<file path="src/rtl/ctrl_pipe_unit.sv">
// RV32I pipelined control: decodes the ID opcode and carries the control bundle through EX/MEM/WB,
// with load-use/RAW bubbles, branch flush and memory stall. Define CTRL_FWD_EN to enable EX forwarding.
module ctrl_pipe_unit #(
  parameter int REG_AW         = 5,
  parameter bit NOP_ON_ILLEGAL = 1'b1
) (
  input  logic              clk,
  input  logic              rst_n,
  input  logic              id_valid,
  input  logic [6:0]        id_opcode,
  input  logic [REG_AW-1:0] id_rs1,
  input  logic [REG_AW-1:0] id_rs2,
  input  logic [REG_AW-1:0] id_rd,
  input  logic              ex_flush,
  input  logic              mem_stall,
  output logic [7:0]        ex_ctrl,
  output logic [7:0]        mem_ctrl,
  output logic [7:0]        wb_ctrl,
  output logic              ex_valid,
  output logic              mem_valid,
  output logic              wb_valid,
  output logic [REG_AW-1:0] ex_rd,
  output logic [REG_AW-1:0] mem_rd,
  output logic [REG_AW-1:0] wb_rd,
  output logic              hazard_stall,
  output logic [1:0]        fwd_a,
  output logic [1:0]        fwd_b,
  output logic              illegal
);
  // Bundle bit positions: {rd_src, alu_in2_sel, pc_src, wb_sel, imm_sel, reg_w, mem_r, mem_w}
  localparam int REG_W = 2;
  localparam int MEM_R = 1;

  localparam logic [6:0] OP_R      = 7'b0110011;
  localparam logic [6:0] OP_IMM    = 7'b0010011;
  localparam logic [6:0] OP_LOAD   = 7'b0000011;
  localparam logic [6:0] OP_JALR   = 7'b1100111;
  localparam logic [6:0] OP_JAL    = 7'b1101111;
  localparam logic [6:0] OP_STORE  = 7'b0100011;
  localparam logic [6:0] OP_BRANCH = 7'b1100011;
  localparam logic [6:0] OP_AUIPC  = 7'b0010111;
  localparam logic [6:0] OP_LUI    = 7'b0110111;

  logic [7:0]        dec_ctrl;
  logic              dec_legal, use_rs1, use_rs2;
  logic [7:0]        ex_ctrl_reg, mem_ctrl_reg, wb_ctrl_reg, ex_ctrl_next;
  logic              ex_valid_reg, mem_valid_reg, wb_valid_reg, ex_valid_next;
  logic [REG_AW-1:0] ex_rd_reg, mem_rd_reg, wb_rd_reg, ex_rd_next;
  logic              ex_src_hit, load_use, raw_dep;

  always_comb begin
    dec_ctrl  = '0;
    dec_legal = 1'b1;
    use_rs1   = 1'b0;
    use_rs2   = 1'b0;
    case (id_opcode)
      OP_R:      begin dec_ctrl = 8'b10000100; use_rs1 = 1'b1; use_rs2 = 1'b1; end
      OP_IMM:    begin dec_ctrl = 8'b11001100; use_rs1 = 1'b1; end
      OP_LOAD:   begin dec_ctrl = 8'b01011110; use_rs1 = 1'b1; end
      OP_JALR:   begin dec_ctrl = 8'b01001100; use_rs1 = 1'b1; end
      OP_JAL:    dec_ctrl = 8'b01001100;
      OP_STORE:  begin dec_ctrl = 8'b11001001; use_rs1 = 1'b1; use_rs2 = 1'b1; end
      OP_BRANCH: begin dec_ctrl = 8'b00101000; use_rs1 = 1'b1; use_rs2 = 1'b1; end
      OP_AUIPC:  dec_ctrl = 8'b00101100;
      OP_LUI:    dec_ctrl = 8'b01001100;
      default:   dec_legal = 1'b0;
    endcase
    if (id_rd == '0) dec_ctrl[REG_W] = 1'b0;
  end

  always_comb begin
    ex_src_hit = (use_rs1 && (ex_rd_reg == id_rs1)) || (use_rs2 && (ex_rd_reg == id_rs2));
    load_use   = id_valid && ex_valid_reg && ex_ctrl_reg[MEM_R] && (ex_rd_reg != '0) && ex_src_hit;
  end

`ifdef CTRL_FWD_EN
  assign raw_dep = 1'b0;
`else
  logic mem_src_hit;
  // Without forwarding, any pending write in EX or MEM must drain first; WB is bypassed by the RF.
  always_comb begin
    mem_src_hit = (use_rs1 && (mem_rd_reg == id_rs1)) || (use_rs2 && (mem_rd_reg == id_rs2));
    raw_dep = id_valid &&
              ((ex_valid_reg && ex_ctrl_reg[REG_W] && (ex_rd_reg != '0) && ex_src_hit) ||
               (mem_valid_reg && mem_ctrl_reg[REG_W] && (mem_rd_reg != '0) && mem_src_hit));
  end
`endif

  assign hazard_stall = rst_n && !mem_stall && !ex_flush && (load_use || raw_dep);
  assign illegal      = rst_n && id_valid && !dec_legal && !mem_stall && !ex_flush && !hazard_stall;

  always_comb begin
    ex_valid_next = 1'b0;
    ex_ctrl_next  = '0;
    ex_rd_next    = '0;
    if (!ex_flush && !hazard_stall && id_valid) begin
      if (dec_legal) begin
        ex_valid_next = 1'b1;
        ex_ctrl_next  = dec_ctrl;
        ex_rd_next    = id_rd;
      end else if (!NOP_ON_ILLEGAL) begin
        ex_valid_next = 1'b1;
        ex_rd_next    = id_rd;
      end
    end
  end

  always_ff @(posedge clk or negedge rst_n) begin
    if (!rst_n) begin
      ex_ctrl_reg   <= '0;
      mem_ctrl_reg  <= '0;
      wb_ctrl_reg   <= '0;
      ex_valid_reg  <= 1'b0;
      mem_valid_reg <= 1'b0;
      wb_valid_reg  <= 1'b0;
      ex_rd_reg     <= '0;
      mem_rd_reg    <= '0;
      wb_rd_reg     <= '0;
    end else if (!mem_stall) begin
      ex_ctrl_reg   <= ex_ctrl_next;
      ex_valid_reg  <= ex_valid_next;
      ex_rd_reg     <= ex_rd_next;
      mem_ctrl_reg  <= ex_ctrl_reg;
      mem_valid_reg <= ex_valid_reg;
      mem_rd_reg    <= ex_rd_reg;
      wb_ctrl_reg   <= mem_ctrl_reg;
      wb_valid_reg  <= mem_valid_reg;
      wb_rd_reg     <= mem_rd_reg;
    end
  end

`ifdef CTRL_FWD_EN
  logic [REG_AW-1:0] id_rs [2];
  assign id_rs[0] = id_rs1;
  assign id_rs[1] = id_rs2;

  genvar gi;
  generate
    for (gi = 0; gi < 2; gi++) begin : g_fwd
      logic [REG_AW-1:0] rs_reg;
      logic [1:0]        sel;
      always_ff @(posedge clk or negedge rst_n) begin
        if (!rst_n)          rs_reg <= '0;
        else if (!mem_stall) rs_reg <= ex_valid_next ? id_rs[gi] : '0;
      end
      // MEM holds the younger result, so it wins over WB.
      always_comb begin
        sel = 2'b00;
        if (mem_valid_reg && mem_ctrl_reg[REG_W] && (mem_rd_reg != '0) && (mem_rd_reg == rs_reg))
          sel = 2'b01;
        else if (wb_valid_reg && wb_ctrl_reg[REG_W] && (wb_rd_reg != '0) && (wb_rd_reg == rs_reg))
          sel = 2'b10;
      end
    end
  endgenerate
  assign fwd_a = g_fwd[0].sel;
  assign fwd_b = g_fwd[1].sel;
`else
  assign fwd_a = 2'b00;
  assign fwd_b = 2'b00;
`endif

  assign ex_ctrl   = ex_ctrl_reg;
  assign mem_ctrl  = mem_ctrl_reg;
  assign wb_ctrl   = wb_ctrl_reg;
  assign ex_valid  = ex_valid_reg;
  assign mem_valid = mem_valid_reg;
  assign wb_valid  = wb_valid_reg;
  assign ex_rd     = ex_rd_reg;
  assign mem_rd    = mem_rd_reg;
  assign wb_rd     = wb_rd_reg;
endmodule

</file>
<file path="config.mk">
export PLATFORM = sky130hd
export DESIGN_NAME = ctrl_pipe_unit
export DESIGN_NICKNAME = d
export VERILOG_FILES = /design/src/rtl/ctrl_pipe_unit.sv
export SDC_FILE = /design/constraint.sdc
export NUM_CORES = 1
export LEC_CHECK = 0
export BUFFER_PORTS_ARGS = -buffer_cell sky130_fd_sc_hd__buf_2
export CORE_UTILIZATION = 45
export CTS_CLUSTER_SIZE = 8
export DETAILED_ROUTE_END_ITERATION = 10
export GPL_TIMING_DRIVEN = 0
export PLACE_DENSITY = 0.74
export REMOVE_ABC_BUFFERS = 1
export SETUP_SLACK_MARGIN = 0.02
export SYNTH_ARGS = -nofsm -noshare
export SYNTH_HDL_FRONTEND = slang
export SYNTH_SLANG_ARGS = --single-unit
</file>
<file path="constraint.sdc">
create_clock -name clk -period 2.3 [get_ports clk]
set_input_delay 0.23 -clock clk [delete_from_list [all_inputs] [get_ports clk]]
set_output_delay 0.23 -clock clk [all_outputs]
set_load 0.1 [all_outputs]
</file>
# Yosys cells after proc, flatten, opt, wreduce, memory -nomap -nowiden
# Index checks and enable logic that the tools add are counted.
dict set report op_classes {
  n_addsub 0
  multipliers 0
  n_div 0
  n_lt_le_gt_ge 0
  eq_ne 13
  n_shift 0
  mux 11
  n_bitwise 0
  reduce_logical 40
}
# operator n
set op_table {}
lappend op_table {{8-bit case mux with 7 select lines} 1}
lappend op_table {{1-bit logical AND} 25}
lappend op_table {{7-bit by 6-bit equality test with 1-bit output (second input constant)} 3}
lappend op_table {{7-bit equality test (second input constant)} 3}
lappend op_table {{5-bit equality test} 4}
lappend op_table {{8-bit 2-to-1 mux} 2}
lappend op_table {{7-bit by 5-bit equality test with 1-bit output (second input constant)} 2}
lappend op_table {{5-bit 2-to-1 mux} 2}
lappend op_table {{5-bit nonzero test} 2}
lappend op_table {{9-bit OR reduction} 1}
lappend op_table {{7-bit by 2-bit equality test with 1-bit output (second input constant)} 1}
lappend op_table {{1-bit 2-to-1 mux} 6}
lappend op_table {{3-bit OR reduction} 2}
lappend op_table {{6-bit OR reduction} 1}
lappend op_table {{5-bit logical NOT} 1}
lappend op_table {{1-bit logical NOT} 4}
lappend op_table {{1-bit logical OR} 4}
dict set report totals {
  register_bits 42
  latchBits 0
  mem_bits_rw 0
  mem_bits_ro 0
  input_bits 27
  output_inout_bits 48
  elab_cells 73
  memories 0
}

# Logic depth before layout (Yosys ltp)
# Gate-level depths: netlist of run 1.
dict set report logic_depth {
  word_depth 14
  depth_mapped 8
  ltp_nobuf 6
}

# Worst setup path before layout of run 1
# No wires, ideal clock.
dict set report synth_timing {
  path_kind {input -> output}
  start {input id_opcode[6]}
  end {output illegal}
  arrival_time_ps 3203
  required_ps 2070
  setup_slack_ps -1133
  stages 5
  path_buffers 1
  cell_sequence {clkbuf_1 and2b_1 nand3_1 o31ai_1 a311oi_1}
}
dict set report synth_between {
  elab_chain_cells 12
  elab_cells_between_ends 34
  classes_between {eq/ne: 9; mux: 3; reduce/logical: 22}
}
# item line
set synth_lines {}
lappend synth_lines {{start: declaration} 10} ;# input logic [6:0] id_opcode,
lappend synth_lines {{7-bit equality test (tied with other cells)} 56} ;# case (id_opcode)
lappend synth_lines {{6-bit OR reduction (no line) / 3-bit OR reduction (equally long branches)} --}
lappend synth_lines {{1-bit 2-to-1 mux} 56}
lappend synth_lines {{1-bit logical AND (on tied branches)} {72, 82}}
lappend synth_lines {{1-bit logical OR (on tied branches)} {72, 82}}
lappend synth_lines {{1-bit logical AND (on tied branches)} {84, 85}}
lappend synth_lines {{1-bit logical OR} 84} ;# ((ex_valid_reg && ex_ctrl_reg[REG_W] && (ex_rd_reg != '0) && ex_src_hit) ||
lappend synth_lines {{1-bit logical AND} 83} ;# raw_dep = id_valid &&
lappend synth_lines {{1-bit logical OR} 89} ;# assign hazard_stall = rst_n && !mem_stall && !ex_flush && (load_use || raw_dep);
lappend synth_lines {{1-bit logical AND} 89}
lappend synth_lines {{1-bit logical NOT} 90} ;# assign illegal = rst_n && id_valid && !dec_legal && !mem_stall && !ex_flush && !hazard_stall;
lappend synth_lines {{1-bit logical AND *} 90}
lappend synth_lines {{end: declaration} 28} ;# output logic illegal
# Every way passes the cells marked *; elsewhere a longest branch is shown, timed or not.

# Worst setup path after layout of run 1
dict set report layout_timing {
  start {input id_opcode[2]}
  end {output hazard_stall}
}
dict set report layout_between {
  elab_chain_cells 10
  elab_cells_between_ends 23
  classes_between {eq/ne: 6; mux: 2; reduce/logical: 15}
}
# item line
set layout_lines {}
lappend layout_lines {{7-bit equality test (tied with other cells)} 56}
lappend layout_lines {{6-bit OR reduction (no line) / 3-bit OR reduction (equally long branches)} --}
lappend layout_lines {{1-bit 2-to-1 mux} 56}
lappend layout_lines {{1-bit logical AND (on tied branches)} {72, 82}}
lappend layout_lines {{1-bit logical OR (on tied branches)} {72, 82}}
lappend layout_lines {{1-bit logical AND (on tied branches)} {84, 85}}
lappend layout_lines {{1-bit logical OR} 84}
lappend layout_lines {{1-bit logical AND} 83}
lappend layout_lines {{1-bit logical OR *} 89}
lappend layout_lines {{1-bit logical AND *} 89}
lappend layout_lines {{end: declaration} 25} ;# output logic hazard_stall,
# Marks and branches as above.

==> results of run 1 <==
synthesized netlist by cell type:
cell / count
nor3_1: 6
o211ai_1: 2
a21o_1: 1
nor4bb_1: 1
nor3_4: 1
o32ai_2: 1
a311oi_1: 1
xor2_1: 10
nand2_1: 18
and3_1: 1
or3b_4: 1
nand2b_4: 1
inv_1: 1
nand3b_1: 1
nand4b_1: 1
a31oi_1: 2
mux2_2: 26
clkbuf_1: 3
a2111oi_0: 1
nor2_1: 6
dfrtp_1: 39
buf_4: 7
nand2b_1: 1
nand3_1: 12
o31ai_1: 1
buf_2: 1
a41oi_1: 2
xnor2_1: 10
and2b_1: 1
nor2b_1: 2
conb_1: 1
buf_1: 3
buf_6: 2
or4_1: 2
a211o_1: 1
o21ai_0: 10
o21ai_2: 9
layout make-up:
class	count	share of cell area [%]
sequential	39	37.4
clock buffer	6	3.14
clock inverter	2	1.33
tap	52	2.48
inverter	1	0.143
multi-input combinational	136	39.6
timing repair buffer	74	16.0
stage by stage:
stage | hold slack (ps) | utilization (%)
2_1_floorplan | -65.6 | -
3_3_place_gp | 395 | 54.5
3_5_place_dp | 411 | 54.5
4_1_cts | 87.7 | 58.1
5_1_grt | 204 | 59.5
6_report | 202 | 59.5
layer usage:
layer / track usage [%] / up-vias / part of all wire [%]
li1: - / 794 / -
met4: 9.33 / 0 / 1.2
met3: 4.62 / 5 / 3.7
met2: 28.4 / 41 / 50
met5: 0 / - / 0
met1: 24.2 / 778 / 45
timing repair:
item                       4_1_cts  5_1_grt
setup endpoints to repair       14        1
hold endpoints to repair         0       25
gates resized for setup          8        8
hold buffers                     0        2
pin swaps                        1        1
buffers inserted                 1        1
path summary, 6_finish.rpt:
path | startpoint | endpoint | slack, ps | cells after the start
worst max-delay path | id_opcode[2] | hazard_stall | 110 | 6
worst min-delay path | id_rd[4] | ex_rd[4] | 200 | 3
worst max register to register | mem_rd[4] | ex_rd[3] | 200 | 8
worst min register to register | wb_valid | wb_valid | 500 | 1
max in group asynchronous | rst_n | wb_rd[0] | 1450 | 3
min in group asynchronous | rst_n | ex_ctrl[4] | 440 | 2
power by group:
part | internal, uW | switching, uW | total (uW)
logic | 63.9 | 163 | 227
clock network | 351 | 229 | 580
registers | 692 | 6.46 | 698
cell families (layout without fill, tap and decap cells):
family | Yosys count | after routing | synth area share, %
AND/OR/NAND/NOR | 55 | 55 | 14.2
flip-flops | 39 | 39 | 46.9
AO/OA/AOI/OAI | 31 | 31 | 11.1
multiplexers | 26 | 26 | 14.1
XOR/XNOR | 20 | 20 | 8.42
buffers and inverters | 17 | 83 | 5.11
other | 1 | 4 | 0.180
worst max-delay path, delay by kind of cell:
family / cells / cell delay, ps
AOI/OAI and AO/OA: 3 / 1190
buffers and inverters: 2 / 370
and+or+nand+nor: 1 / 160
==> impl_results.md, run 1 <==
* Total negative setup slack at 0 ps
* Number of instances in the synthesized netlist at 189
* Max FO, Critical Path at 10
* Clock tree from TritonCTS: done
* Post-Layout Cell Count at 310
* RSZ-0062 raised after global routing: no
* Area delta synth->final at 26.2%
* Std-Cell Rows at 24
* Filler instances at 384
* Status: finished clean
* Critical Path Sink Type: output pin
* Placed cell count at 298
* Arrival @ worst endpoint at 1960 ps
* Antenna violation net count after detailed routing at 0
* Number of library cell types mapped by synthesis at 37
* Starting DRC count in detailed routing at 74
* Hold violation total from the final report at 0
* Core area at 4410 um^2
* Max stage delay on crit path at 480 ps
* Maximum clock insertion buffer count at 2
* Minimum clock period at 2190 ps
* H-Tree Level Count at 2
* Overall power at 1510 uW
* Leakage dissipation at 0.00137 uW
* Path category of the worst min-delay check: in2reg
* Residual DRC at 0
* Reg area at 981 um^2
* Total clock buffers created by CTS at 5
* Slowest stage cell on the critical path: a2111oi_1
* Boundary Pins at 75
* Synth warn at 0
* Portion of synthesized cell area occupied by the leading cell type at 46.9%
* Worst EP required at 2070 ps
* Post-synthesis sequential element count at 39
* Combined area of all synthesized cells at 2080 um^2
* Worst slew margin relative to its limit at 40.8%
* Ratio of cells with drive above 1 in the final layout at 49.2%
* Congestion Overflow GR at 0
* Maximum Capacitance Violations at 0
* Highest attainable clock frequency at 456 MHz
* Sequential cell area fraction in the yosys report at 46.9%
* Instance area after placement at 2400 um^2
* GPL Wtd Cong at 0.819
* Total via count after detailed routing at 1618
* Number of nets at the end of the flow at 284
* Via count of the first global-routing pass at 1484
* Areal power density over the cells at 573 nW/um^2
* Final worst-path cycle share at 95.4%
* Multi-input gate area in the final layout at 1040 um^2
* Most area-hungry cell type in the Yosys netlist: dfrtp_1
* Max VDD drop at 0.327 mV
* Fin area at 2630 um^2
* Tightest Pin Transition at 880 ps
* Overall routed net length at 4.53 mm
* Clock latency reported for the late side of the worst-skew pair at 290 ps
* Placed wire-length estimate after detailed placement at 3.03 mm
* Number of failing setup endpoints in the final timing report at 0
* Startpoint type of the worst setup path: input port
* Vias/cell at 5.22
* Final worst slack at 105 ps
* Worst slack at placement at -1150 ps
* Total inserted antenna cells at 0
* DR pass1 iterations at 4
* CTS root buffer: clkbuf_8
* Height of the chip at 70 um
* Routed wire per std cell at 14.6 um
* Number of antenna violations at the first check in global routing at 0
* DIE WIDTH at 70 um
* Total Die Area at 4900 um^2
* Worst clock skew on the final layout at 10.0 ps
* TritonCTS sink count at 39
* Starting density of the core at 47.1%
* Worst-path cell chain: buf_2, nand2b_4, a2111oi_1, a41oi_1, o32ai_4, buf_12
* GRT Resource Usage Total at 18.5%
* Clk slew on worst S/H paths at 70 ps
* Number of max-slew violations in the final report at 0
* Port buffer count at 70
* Pin count of the biggest net entering global routing at 42
* Biggest area contributors in the synthesized netlist: dfrtp_1, mux2_2, xnor2_1
* Mapped Avg Cell Area at 11.0 um^2
* Global-route wire length before repair at 7.03 mm
* Most common cell after layout, fill and taps aside: buf_2
* Commonest cells after routing, fill and taps aside: buf_2, dfrtp_1, mux2_2, nand2_1, nand3_1
* Path type of the worst setup path: in2out
No activity file was read; power rests on OpenSTA's default activity.
==> run 2: changes to the inputs <==
--- a/config.mk
+++ b/config.mk
@@ -5,14 +5,16 @@
 export SDC_FILE = /design/constraint.sdc
 export NUM_CORES = 1
 export LEC_CHECK = 0
+export ABC_AREA = 1
 export BUFFER_PORTS_ARGS = -buffer_cell sky130_fd_sc_hd__buf_2
 export CORE_UTILIZATION = 45
 export CTS_CLUSTER_SIZE = 8
 export DETAILED_ROUTE_END_ITERATION = 10
 export GPL_TIMING_DRIVEN = 0
-export PLACE_DENSITY = 0.74
+export PLACE_DENSITY = 0.73
 export REMOVE_ABC_BUFFERS = 1
 export SETUP_SLACK_MARGIN = 0.02
 export SYNTH_ARGS = -nofsm -noshare
 export SYNTH_HDL_FRONTEND = slang
 export SYNTH_SLANG_ARGS = --single-unit
+export TNS_END_PERCENT = 30
==> run 2 against run 1 <==
Against the previous run:
- worst hold slack got worse by 150 ps
- fmax grew 5.4%
- largest cell class is now registers
- clock power down 22%
- utilization decreased by 1.6 points
- sequential power hardly changed
- setup slack improved by 110 ps
==> impl_results.md, run 2 <==
* Number of nets at the end of the flow at 376 (was 284)
* Number of max-slew violations in the final report at 0 (unchanged)
* Total inserted antenna cells at 0 (unchanged)
* Leakage dissipation at 0.00148 uW (was 0.00137 uW)
* Biggest area contributors in the synthesized netlist: dfrtp_1, nand2_1, o21ai_0 (was dfrtp_1, mux2_2, xnor2_1)
* DR pass1 iterations at 6 (was 4)
* Std-Cell Rows at 24 (unchanged)
* Post-synthesis sequential element count at 39 (unchanged)
* Most common cell after layout, fill and taps aside: nand2_1 (was buf_2)
* Number of instances in the synthesized netlist at 285 (was 189)
* Startpoint type of the worst setup path: register (was input port)
* Total via count after detailed routing at 1965 (was 1618)
* Vias/cell at 4.90 (was 5.22)
* Most common flop cell mapped by yosys: dfrtp_1 (unchanged)
* Share of synthesized flip-flops with an asynchronous set or reset at 100% (unchanged)
* Hold violation total from the final report at 0 (unchanged)
* Total Die Area at 5030 um^2 (was 4900 um^2)
* Cts-stage hold buffer count at 0 (unchanged)
* Final worst slack at 217 ps (was 105 ps)
* Routed wire per std cell at 11.6 um (was 14.6 um)
* Post-CTS repair timing setup buffer count at 0 (was 1)
* Mapped Avg Cell Area at 7.49 um^2 (was 11.0 um^2)
* Commonest cells in the netlist: nand2_1, dfrtp_1, inv_1, o21ai_0, nand4_1 (was dfrtp_1, mux2_2, nand2_1, nand3_1)
* Commonest cells after routing, fill and taps aside: nand2_1, buf_2, dfrtp_1, inv_1, o21ai_0 (was buf_2, dfrtp_1, mux2_2, nand2_1, nand3_1)
* H-Tree Level Count at 2 (unchanged)
* Clk slew on worst S/H paths at 70 ps (about the same)
* Combined area of all synthesized cells at 2140 um^2 (was 2080 um^2)
* Maximum clock insertion buffer count at 2 (unchanged)
* Congestion Overflow GR at 0 (unchanged)
* R2R Path End: ex_ctrl[4] (was ex_rd[3])
* Maximum Capacitance Violations at 0 (unchanged)
* Residual DRC at 0 (unchanged)
* Fin area at 2570 um^2 (was 2630 um^2)
* Path type of the worst setup path: reg2out (was in2out)
* Clock latency reported for the late side of the worst-skew pair at 290 ps (about the same)
* Final worst-path cycle share at 90.6% (was 95.4%)
* Worst setup path endpoint: hazard_stall (unchanged)
* Number of cells on the worst reg-to-reg path at 12 (was 8)
* Worst clock skew on the final layout at 4.84 ps (was 10.0 ps)
* Number of library cell types mapped by synthesis at 25 (was 37)
* Antenna violation net count after detailed routing at 0 (unchanged)
* Placed wire-length estimate after detailed placement at 3.35 mm (was 3.03 mm)
* RSZ-0062 raised after global routing: no (unchanged)
* Synth warn at 0 (unchanged)
* Max VDD drop at 0.268 mV (was 0.327 mV)
* Worst slack at placement at -281 ps (was -1150 ps)
* Area delta synth->final at 20.4% (was 26.2%)
* Ratio of cells with drive above 1 in the final layout at 25.2% (was 49.2%)
* Worst reg2reg path startpoint: ex_rd[1] (was mem_rd[4])
* CTS root buffer: clkbuf_8 (unchanged)
* Status: finished clean (unchanged)
* GPL Wtd Cong at 0.884 (was 0.819)
* Boundary Pins at 75 (unchanged)
* Starting density of the core at 48.1% (was 47.1%)
* Pin count of the biggest net entering global routing at 50 (was 42)
* DIE WIDTH at 70.9 um (was 70 um)
* Overall routed net length at 4.67 mm (was 4.53 mm)
* Overall power at 1370 uW (was 1510 uW)
* Tightest Pin Transition at 868 ps (was 880 ps)
* Max FO, Critical Path at 13 (was 10)
* R2R setup slack at 750 ps (was 200 ps)
* Worst EP required at 2070 ps (about the same)
* Areal power density over the cells at 534 nW/um^2 (was 573 nW/um^2)
* Height of the chip at 70.9 um (was 70 um)
* Via count of the first global-routing pass at 1683 (was 1484)
* Highest attainable clock frequency at 480 MHz (was 456 MHz)
* GRT Resource Usage Total at 20.2% (was 18.5%)
* Instance area after placement at 2460 um^2 (was 2400 um^2)
* Portion of synthesized cell area occupied by the leading cell type at 45.7% (was 46.9%)
* Arrival @ worst endpoint at 1850 ps (was 1960 ps)
* Total clock buffers created by CTS at 5 (unchanged)
* Sequential cell area fraction in the yosys report at 45.7% (was 46.9%)
* Port buffer count at 70 (unchanged)
* Starting DRC count in detailed routing at 160 (was 74)
* Minimum clock period at 2080 ps (was 2190 ps)
* Number of failing setup endpoints in the final timing report at 0 (unchanged)
* Crit. Startpoint: ex_rd[1] (was id_opcode[2])
* Critical Path Sink Type: output pin (unchanged)
* Global-route wire length before repair at 7.91 mm (was 7.03 mm)
* Core area at 4440 um^2 (was 4410 um^2)
* Number of antenna violations at the first check in global routing at 0 (unchanged)
* Clock tree from TritonCTS: done (unchanged)
* Total negative setup slack at 0 ps (unchanged)
* Number of enable flip-flop cells after synthesis at 0 (unchanged)
* Path category of the worst min-delay check: in2async (was in2reg)
* Worst slew margin relative to its limit at 42.1% (was 40.8%)
* Most common cell in the synthesized netlist: nand2_1 (was dfrtp_1)
* Final Hold Slack at 47.1 ps (was 202 ps)
* TritonCTS sink count at 39 (unchanged)
* Most area-hungry cell type in the Yosys netlist: dfrtp_1 (unchanged)
==> run 2: cell count changes in the layout (fill, tap and decap cells not counted), moves of 4 or more <==
cell / change
nand4_1: +16
o21ai_2: -9
nand2_1: +81
nor2_1: +8
a21oi_1: +4
o21ai_0: +11
mux2_2: -26
inv_1: +25
==> run 2: report_power, final <==
group / switching (uW) / total (uW) / internal (uW)
Clock: 219 / 454 / 235
Sequential: 7.13 / 700 / 693
Combinational: 173 / 220 / 47.2
==> run 2: worst min-delay path by stage <==
stage	to	slack, ps	startpoint
after global placement	mem_ctrl[5]	390	rst_n
after CTS	wb_ctrl[5]	80	rst_n
after global routing	wb_ctrl[5]	130	rst_n
after detailed placement	wb_ctrl[5]	400	rst_n
final	wb_ctrl[5]	50	rst_n
after floorplan	ex_ctrl[0]	-70	rst_n
==> run 2: routing by layer <==
metal / share of wire, % / global-route usage, % / wire length (um) / vias up
li1: - / - / - / 1014
met1: 48 / 28.5 / 2230 / 887
met2: 45 / 30.6 / 2100 / 56
met3: 5.7 / 4.27 / 264 / 8
met4: 1.6 / 7.78 / 74 / 0
met5: 0 / 0 / 0 / -
==> run 2: layout make-up <==
cell class                      count  area, um^2
Clock buffer                        6        82.6
Clock inverter                      1        5.00
Fill cell                         454        1870
Inverter                           33         128
Multi-Input combinational cell    199         950
Sequential cell                    39         977
Tap cell                           52        65.1
Timing Repair Buffer               70         359
Timing Repair inverter              1        5.00
==> run 2: metrics by stage <==
stage          utilization [%]  instances
3_5_place_dp              55.5        393
2_1_floorplan                -        271
5_1_grt                   57.9        401
6_report                  57.9        401
4_1_cts                   57.7        401
3_3_place_gp              55.5        393
==> run 2: worst max-delay path, cell delays in order, from the launching register on <==
cell and delay [ps]:
dfrtp_1 450, inv_1 130, nand2_1 50, nand2_1 50, nand2_1 50, nor2_1 90
nand3_1 80, nand2_1 80, nand2_1 50, nand2_1 70, nand2_2 160, inv_2 100
buf_6 220
==> run 2: what timing repair did <==
| action | 4_1_cts | 5_1_grt |
|---|---|---|
| endpoints found under the setup margin | 2 | 1 |
| resized for setup | 3 | 2 |
| gates cloned | 1 | 0 |
==> run 2: kinds of logic after synthesis <==
logic type	count (synthesis)	share of synthesized area, %
other	1	0.176
flip-flops	39	45.7
XOR/XNOR	15	6.15
AO/OA/AOI/OAI	29	6.91
buffers and inverters	50	10.4
AND/OR/NAND/NOR	151	30.7
